## src/rtl/spi_calc_master.sv

```systemverilog
// spi_calc_master: SPI mode-0 master (MSB first) for the calculator link: handshake, operands, opcode, result.
// Optional macro SPI_HS_RETRY_EN: retry a failed handshake up to HS_RETRIES times before aborting.
module spi_calc_master #(
    parameter int unsigned CLK_DIV    = 4,
    parameter logic [7:0]  HS_REQ     = 8'hAA,
    parameter logic [7:0]  HS_ACK     = 8'hBB,
    parameter int unsigned RESULT_W   = 4,
    parameter int unsigned HS_RETRIES = 3
) (
    input  logic                clk,
    input  logic                rst,
    input  logic                start,
    input  logic [3:0]          num1,
    input  logic [3:0]          num2,
    input  logic [1:0]          operacion,
    output logic                busy,
    output logic                done,
    output logic                hs_error,
    output logic                LED_handshake,
    output logic [RESULT_W-1:0] resultado,
    output logic                SCLK,
    output logic                CS,
    output logic                MOSI,
    input  logic                MISO
);
    localparam int unsigned MAXB  = (RESULT_W > 8) ? RESULT_W : 8;
    localparam int unsigned BIT_W = $clog2(MAXB + 1);
    localparam int unsigned DIV_W = $clog2(2 * CLK_DIV + 1);
`ifdef SPI_HS_RETRY_EN
    localparam int unsigned RETRY_W = $clog2(HS_RETRIES + 2);
`endif

    typedef enum logic [3:0] {
        IDLE, HS_TX, HS_RX, TX_NUM1, TX_NUM2, TX_OP, RX_RES, FINISH
`ifdef SPI_HS_RETRY_EN
        , HS_WAIT
`endif
    } state_t;

    state_t              state, state_n;
    logic                cs_n, sclk_n, busy_n, done_n, hs_error_n, led_n;
    logic [RESULT_W-1:0] resultado_n;
    logic [DIV_W-1:0]    div_cnt, div_n;
    logic [BIT_W-1:0]    bit_cnt, bit_n;
    logic [7:0]          tx_sr, tx_n;
    logic [MAXB-1:0]     rx_sr, rx_n;
    logic [3:0]          n1_q, n1_n, n2_q, n2_n;
    logic [1:0]          op_q, op_n;
    logic                half_end;
`ifdef SPI_HS_RETRY_EN
    logic [RETRY_W-1:0]  retry_cnt, retry_n;
`endif

    // The current bit always sits in tx_sr[7]; receive fields load zeros so MOSI idles low.
    assign MOSI = tx_sr[7];

    always_ff @(posedge clk) begin
        if (rst) begin
            state         <= IDLE;
            CS            <= 1'b1;
            SCLK          <= 1'b0;
            busy          <= 1'b0;
            done          <= 1'b0;
            hs_error      <= 1'b0;
            LED_handshake <= 1'b0;
            resultado     <= '0;
            div_cnt       <= '0;
            bit_cnt       <= '0;
            tx_sr         <= '0;
            rx_sr         <= '0;
            n1_q          <= '0;
            n2_q          <= '0;
            op_q          <= '0;
`ifdef SPI_HS_RETRY_EN
            retry_cnt     <= '0;
`endif
        end else begin
            state         <= state_n;
            CS            <= cs_n;
            SCLK          <= sclk_n;
            busy          <= busy_n;
            done          <= done_n;
            hs_error      <= hs_error_n;
            LED_handshake <= led_n;
            resultado     <= resultado_n;
            div_cnt       <= div_n;
            bit_cnt       <= bit_n;
            tx_sr         <= tx_n;
            rx_sr         <= rx_n;
            n1_q          <= n1_n;
            n2_q          <= n2_n;
            op_q          <= op_n;
`ifdef SPI_HS_RETRY_EN
            retry_cnt     <= retry_n;
`endif
        end
    end

    always_comb begin
        state_n     = state;
        cs_n        = CS;
        sclk_n      = SCLK;
        busy_n      = busy;
        done_n      = 1'b0;
        hs_error_n  = hs_error;
        led_n       = LED_handshake;
        resultado_n = resultado;
        div_n       = div_cnt;
        bit_n       = bit_cnt;
        tx_n        = tx_sr;
        rx_n        = rx_sr;
        n1_n        = n1_q;
        n2_n        = n2_q;
        op_n        = op_q;
`ifdef SPI_HS_RETRY_EN
        retry_n     = retry_cnt;
`endif
        half_end    = (div_cnt == DIV_W'(CLK_DIV - 1));

        case (state)
            IDLE: begin
                if (start) begin
                    state_n    = HS_TX;
                    cs_n       = 1'b0;
                    busy_n     = 1'b1;
                    hs_error_n = 1'b0;
                    led_n      = 1'b0;
                    div_n      = '0;
                    bit_n      = BIT_W'(8);
                    tx_n       = HS_REQ;
                    n1_n       = num1;
                    n2_n       = num2;
                    op_n       = operacion;
`ifdef SPI_HS_RETRY_EN
                    retry_n    = RETRY_W'(HS_RETRIES);
`endif
                end
            end
            // busy drops after the done cycle; CS stays high one more half-period before IDLE.
            FINISH: begin
                busy_n = 1'b0;
                if (half_end) state_n = IDLE;
                else          div_n   = div_cnt + 1'b1;
            end
`ifdef SPI_HS_RETRY_EN
            HS_WAIT: begin
                if (div_cnt == DIV_W'(2 * CLK_DIV - 1)) begin
                    state_n = HS_TX;
                    cs_n    = 1'b0;
                    div_n   = '0;
                    bit_n   = BIT_W'(8);
                    tx_n    = HS_REQ;
                end else begin
                    div_n = div_cnt + 1'b1;
                end
            end
`endif
            default: begin
                if (!half_end) begin
                    div_n = div_cnt + 1'b1;
                end else begin
                    div_n  = '0;
                    sclk_n = ~SCLK;
                    if (!SCLK) begin
                        if (state == HS_RX || state == RX_RES)
                            rx_n = {rx_sr[MAXB-2:0], MISO};
                    end else if (bit_cnt != BIT_W'(1)) begin
                        bit_n = bit_cnt - 1'b1;
                        tx_n  = {tx_sr[6:0], 1'b0};
                    end else begin
                        // Last falling edge of a field: load the next field without a gap.
                        tx_n = '0;
                        case (state)
                            HS_TX: begin
                                state_n = HS_RX;
                                bit_n   = BIT_W'(8);
                            end
                            HS_RX: begin
                                if (rx_sr[7:0] == HS_ACK) begin
                                    led_n   = 1'b1;
                                    state_n = TX_NUM1;
                                    bit_n   = BIT_W'(4);
                                    tx_n    = {n1_q, 4'h0};
                                end else begin
                                    cs_n = 1'b1;
`ifdef SPI_HS_RETRY_EN
                                    if (retry_cnt != '0) begin
                                        retry_n = retry_cnt - 1'b1;
                                        state_n = HS_WAIT;
                                    end else
`endif
                                    begin
                                        hs_error_n = 1'b1;
                                        done_n     = 1'b1;
                                        state_n    = FINISH;
                                    end
                                end
                            end
                            TX_NUM1: begin
                                state_n = TX_NUM2;
                                bit_n   = BIT_W'(4);
                                tx_n    = {n2_q, 4'h0};
                            end
                            TX_NUM2: begin
                                state_n = TX_OP;
                                bit_n   = BIT_W'(2);
                                tx_n    = {op_q, 6'h00};
                            end
                            TX_OP: begin
                                state_n = RX_RES;
                                bit_n   = BIT_W'(RESULT_W);
                            end
                            RX_RES: begin
                                cs_n        = 1'b1;
                                resultado_n = rx_sr[RESULT_W-1:0];
                                done_n      = 1'b1;
                                hs_error_n  = 1'b0;
                                state_n     = FINISH;
                            end
                            default: ;
                        endcase
                    end
                end
            end
        endcase
    end
endmodule

```

## config.mk

```make
export PLATFORM = sky130hd
export DESIGN_NAME = spi_calc_master
export DESIGN_NICKNAME = d
export VERILOG_FILES = /design/src/rtl/spi_calc_master.sv
export SDC_FILE = /design/constraint.sdc
export NUM_CORES = 1
export LEC_CHECK = 0
export CORE_MARGIN = 5
export CORE_UTILIZATION = 35
export CTS_CLUSTER_SIZE = 8
export DETAILED_ROUTE_END_ITERATION = 16
export SYNTH_ARGS = -nofsm -noshare
export SYNTH_HDL_FRONTEND = slang
export SYNTH_SLANG_ARGS = --single-unit
```

## constraint.sdc

```tcl
create_clock -name clk -period 2.28 [get_ports clk]
set_input_delay 0.456 -clock clk [delete_from_list [all_inputs] [get_ports clk]]
set_output_delay 0.456 -clock clk [all_outputs]
set_load 0.02 [all_outputs]
```

# Yosys cells after proc, flatten, opt, wreduce, memory -nomap -nowiden
# Cells that the tools add are included.
op_classes:
  n_addsub: 2
  n_eq_ne: 17
  mux: 48
  bitwise: 5
  reduce_logical: 25
op_table:
  columns: ["operator", "count"]
  rows:
  - ["$mux 4", 13]
  - ["$mux 8", 5]
  - ["$pmux 4 s2", 3]
  - ["$pmux 4 s6", 1]
  - ["$pmux 8 s3", 1]
  - ["$eq 4x3->1 const B", 4]
  - ["$pmux 4 s4", 1]
  - ["$pmux 8 s2", 1]
  - ["$mux 1", 15]
  - ["$pmux 1 s2", 7]
  - ["$reduce_and 7->1", 2]
  - ["$eq 4x2->1 const B", 3]
  - ["$reduce_and 6->1", 2]
  - ["$reduce_bool 2->1", 5]
  - ["$eq 8x8->1 const B", 1]
  - ["$ne 4x1->1 const B", 2]
  - ["$reduce_and 2->1", 4]
  - ["$reduce_and 4->1", 2]
  - ["$reduce_bool 8->1", 1]
  - ["$ne 2x2->1 const B", 3]
  - ["$reduce_bool 3->1", 2]
  - ["$reduce_bool 6->1", 1]
  - ["$reduce_or 6->1", 1]
  - ["$not 1->1", 5]
  - ["11 further kinds", 12]
totals:
  ff_bits: 48
  in_bits: 14
  word_cells: 112

# Logic depth before layout (Yosys ltp)
depth:
  ltp_word: 7
  depth_mapped: 10
  ltp_nobuf: 7

# Worst setup path before layout
# OpenSTA, ideal clock, no wires.
synth_path:
  kind: "register to register"
  from: "reg state[1]"
  to: "reg tx_sr[4]"
  setup_ns: 0.123
  arrival_ns: 1.723
  required_time_ns: 2.157
  setup_slack_ns: 0.434
  path_stages_with_launch: 11
  period_less_slack_ns: 1.846
  cell_sequence: "dfxtp_1 inv_1 ha_1 nor2b_1 buf_2 and2_1 buf_2 o21a_1 buf_2 o21ai_0 nor2_1"
synth_between:
  elab_chain_cells: 6
  word_cells_on_any_way: 15
  classes_between: "eq/ne (5); mux (5); bitwise (1); reduce/logical (4)"
synth_rtl:
  columns: ["item", "line_no", "rtl"]
  rows:
  - ["start: declaration", "40", "state_t state, state_n;"]
  - ["start signal: assignment", "78", "state <= state_n;"]
  - ["$eq 4x3->1 / $eq 4x2->1 (equally long branches)", "173", "case (state)"]
  - ["$pmux 8 s3", "173", null]
  - ["$mux 8", "167", "end else if (bit_cnt != BIT_W'(1)) begin"]
  - ["$mux 8", "164", "if (!SCLK) begin"]
  - ["$mux 8", "159", "if (!half_end) begin"]
  - ["$pmux 8 s2", "120", "case (state)"]
  - ["end signal: assignment", "88", "tx_sr <= tx_n;"]
  - ["end: declaration", "45", "logic [7:0] tx_sr, tx_n;"]
# Parallel ways exist; a longest one is shown, timed or not. The select of a mux whose other input is x is not followed.
# A chain may end at the register's enable or synchronous reset.

# Worst setup path after layout
layout_path:
  from: "reg state[1]"
  to: "reg resultado[2]"
layout_between:
  elab_chain_cells: 4
  word_cells_on_any_way: 6
  classes_between: "eq/ne (2); bitwise (1); reduce/logical (3)"
layout_rtl:
  columns: ["item", "line_no", "rtl"]
  rows:
  - ["$eq 4x3->1 / $logic_not 4->1 (equally long branches)", "120", null]
  - ["$reduce_or 2->1 (no source line)", null, null]
  - ["$not 1->1 (no source line)", null, null]
  - ["$reduce_and 5->1 (no source line) (*)", null, null]
  - ["end signal: assignment", "85", "resultado <= resultado_n;"]
  - ["end: declaration", "20", "output logic [RESULT_W-1:0] resultado,"]
# Mark *: on every way between the ends. The rest lies on a longest branch, timed or not.

==> results_tabular.tex <==
\begin{tabular}{lr}
\hline
Metric & Value \\
\hline
\multicolumn{2}{l}{\textbf{Yosys}} \\
\quad Top post-synthesis cells by count & 46 x dfxtp\_1, 37 x nand2\_1, 29 x a21oi\_1, 28 x nor2\_1, 15 x o21ai\_0 \\
\quad Post-synth cell types & 45 \\
\quad Cell count after synthesis & around 270 \\
\quad Most frequently used flop master after synthesis & dfxtp\_1 \\
\quad Number of enable flip-flop cells after synthesis & 0 \\
\quad Flop and latch count out of synthesis & 46 \\
\quad Net count of the mapped netlist & a little under 300 \\
\quad Most area-consuming cells after synthesis & dfxtp\_1 42\%, a21oi\_1 6.6\%, mux2i\_1 6.3\% \\
\quad Synth Area per Inst & 8.24 µm² \\
\quad Sequential share of the synthesized area & between 40\% and 50\% \\
\quad Cell taking the most area after synthesis & dfxtp\_1 \\
\quad Total of warnings raised by yosys & 0 \\
\quad Fraction of registers with async set/reset & 0\% \\
\quad Portion of synthesized cell area occupied by the leading cell type & roughly two fifths \\
\quad Cell with the most instances after synthesis & dfxtp\_1 \\
\quad Area of the mapped netlist & roughly 2200 µm² \\
\multicolumn{2}{l}{\textbf{Drt}} \\
\quad Per-cell via count in the routed design & 5.01 \\
\quad Count of antenna-violating nets left after detailed routing & 0 \\
\quad First-pass iteration count of the detailed router & 4 \\
\quad Sum of routed wire length over all layers & 4840 µm \\
\quad Remaining routing DRC violations & 0 \\
\quad Number of design-rule violations left by the first detailed-router iteration & 107 \\
\quad Mean routed wirelength per cell & 13.0 µm \\
\quad Via count & $\sim$1900 \\
\multicolumn{2}{l}{\textbf{Clock tree}} \\
\quad Root cell of the clock tree & clkbuf\_8 \\
\quad H-tree Lvls & 2 \\
\quad Hold buffer count at cts & 0 \\
\quad Clock-pin slew on the worst setup and hold paths & about 0.090 ns \\
\quad Clock Path Buffers & 2 \\
\quad Clock insertion delay at the later pin of the skew report & approximately 0.30 ns \\
\quad TritonCTS clock tree & built \\
\quad Post-CTS resize count & 0 \\
\quad Number of sinks on the clock net & 46 \\
\quad Number of buffers added by the clock tree synthesis step & 5 \\
\quad Setup repair bufs after CTS & 0 \\
\multicolumn{2}{l}{\textbf{Global route}} \\
\quad Global Route Usage Sum & a little over an eighth \\
\quad Largest net degree at the start of global routing & 24 \\
\quad Number of antenna violations at the first check in global routing & 0 \\
\quad Total overflow reported by the global router & 0 \\
\quad Vias in the first global route & about 1800 \\
\quad First-pass GRT wire length & 8330 µm \\
\multicolumn{2}{l}{\textbf{Power and ir drop}} \\
\quad Power per cell area & a little over 700 nW/µm² \\
\quad IR drop worst, VDD & between 400 and 500 µV \\
\quad Reported leakage power & 0.00101 µW \\
\multicolumn{2}{l}{\textbf{Floorplan}} \\
\quad Core outline area & around 6200 µm² \\
\quad Boundary pin count & 25 \\
\quad Die width & $\sim$89 µm \\
\quad Die Y & a little under 90 µm \\
\quad Initial Util & between 30\% and 40\% \\
\quad Site Rows & 29 \\
\quad Total Die Area & between 7000 and 8000 µm² \\
\multicolumn{2}{l}{\textbf{Finish}} \\
\quad Final instance count without filler cells & 373 \\
\quad Final Util & around 43\% \\
\quad Number of filler instances in the final layout & roughly 670 \\
\quad Fin nets & $\sim$320 \\
\quad Antenna Diode Count & 0 \\
\quad Area Overhead vs Synth & 20.6\% \\
\quad Share of cells above drive strength 1 & 9.12\% \\
\multicolumn{2}{l}{\textbf{Setup path}} \\
\quad Critical path type & reg -> reg \\
\quad CP endpoint kind & flop \\
\quad Startpoint Class & flop \\
\quad Critical Path AT & approximately 2.2 ns \\
\quad Launch point of the worst reg-to-reg path & state[1] \\
\quad Crit path from & state[1] \\
\quad Maximum net fanout on the critical path & 8 \\
\quad Data required time at the worst endpoint & 2.47 ns \\
\multicolumn{2}{l}{\textbf{STA}} \\
\quad Final count of negative-setup-slack endpoints & 0 \\
\quad Period minus WS final & approximately 2.0 ns \\
\quad Period utilization & approximately nine tenths \\
\quad Peak Freq & roughly 500 MHz \\
\quad Max-slew headroom at the worst pin & a little under three quarters \\
\quad Fin Clk Skew & approximately 0.0099 ns \\
\quad Final Max Slew Viols & 0 \\
\quad Setup TNS & 0 ns \\
\quad Transition time of the tightest slew-check pin & approximately 0.43 ns \\
\quad Hold Vio Cnt, Final & 0 \\
\quad Setup repair after global routing missed its margin & false \\
\multicolumn{2}{l}{\textbf{Flow run}} \\
\quad Max-cap violations & 0 \\
\multicolumn{2}{l}{\textbf{Place}} \\
\quad Final weighted congestion in routability-driven placement & slightly above 0.8 \\
\quad Post-DP HPWL & between 3000 and 4000 µm \\
\quad Total placed cells including tap cells & 365 \\
\quad I/O Buffers & 24 \\
\multicolumn{2}{l}{\textbf{Worst hold path}} \\
\quad Hold Path Origin & tx\_sr[2] \\
\quad Min-Delay Path Class & reg -> reg \\
\multicolumn{2}{l}{\textbf{Status}} \\
\quad Outcome & finished clean \\
\hline
\end{tabular}
## power by group
group	switching, µW	leakage [µW]	total [µW]	internal, µW
clock	285	0.0000478	535	250
combinational	279	0.000588	489	210
sequential	44.2	0.000375	914	870
total	609	0.00101	1940	1330
## worst max-delay path, stage by stage, from the launching register on
cell     delay [ns]
dfxtp_1        0.42
inv_1          0.08
ha_1           0.19
nor2b_1        0.13
buf_4          0.17
nor3b_4        0.28
and4_1         0.39
mux2i_1        0.21
nor2_1         0.05
## final timing paths
kind         cells after the start  slack, ns      endpoint
max                              8       0.25  resultado[2]
min                              2       0.45      tx_sr[2]
max reg2reg                      8       0.25  resultado[2]
min reg2reg                      2       0.45      tx_sr[2]
## through the flow
step	setup slack [ns]	cell area, µm²	hold WS, ns	total power, µW
after floorplan	0.434	2210	0.427	1260
after global routing	0.0305	2660	0.483	2060
after global placement	0.226	2560	0.437	1420
after CTS	0.232	2660	0.457	1960
after detailed placement	0.196	2560	0.446	1420
final	0.253	2660	0.451	1940
## placed cells by master, fill, tap and decap left out, drive strengths merged, types with 4 or more instances in the layout
cell type and count:
nand2b 6, clkbuf 6, nor2 28, nand2 37, nor3 5, mux2i 14
o211ai 4, nor2b 5, ha 8, nand3 11, a21oi 29, inv 8
clkdlybuf4s50 24, buf 12, dfxtp 46, o21ai 16
## state kept, by name (all words and copies together) (netlist names)
signal,count
done,1
div_cnt,4
n2_q,4
busy,1
bit_cnt,4
state,3
rx_sr,8
resultado,4
hs_error,1
op_q,2
LED_handshake,1
tx_sr,7
SCLK,1
CS,1
n1_q,4
## kinds of logic (layout without fill, tap and decap cells)
kind of cell / Yosys count / in the layout / synth area share, %
muxes: 14 / 14 / 6.35
buffers and inverters: 23 / 51 / 4.36
xor gates and xnor gates: 5 / 5 / 1.98
adders and majority gates: 8 / 8 / 4.53
DFF: 46 / 46 / 41.7
AOI/OAI and AO/OA: 65 / 65 / 17.6
and+or+nand+nor: 107 / 107 / 23.5
## final cells by class
class / instances / area [µm²] / area share, %
Tap cell: 77 / 96.3 / 3.62
Timing Repair Buffer: 36 / 330 / 12.4
Inverter: 7 / 26.3 / 0.986
Clock inverter: 2 / 16.3 / 0.611
Clock buffer: 6 / 82.6 / 3.10
Multi-Input combinational cell: 199 / 1190 / 44.7
Sequential cell: 46 / 921 / 34.6
## metal layers
metal  up-vias  share of wire (%)  track usage (%)
met5         -                  0                0
met2        25                 47             21.0
met3         6                2.8             2.58
met4         0                1.8             4.87
li1        975                  -                -
met1       861                 49             18.0
Power figures use the tool's default switching activity.
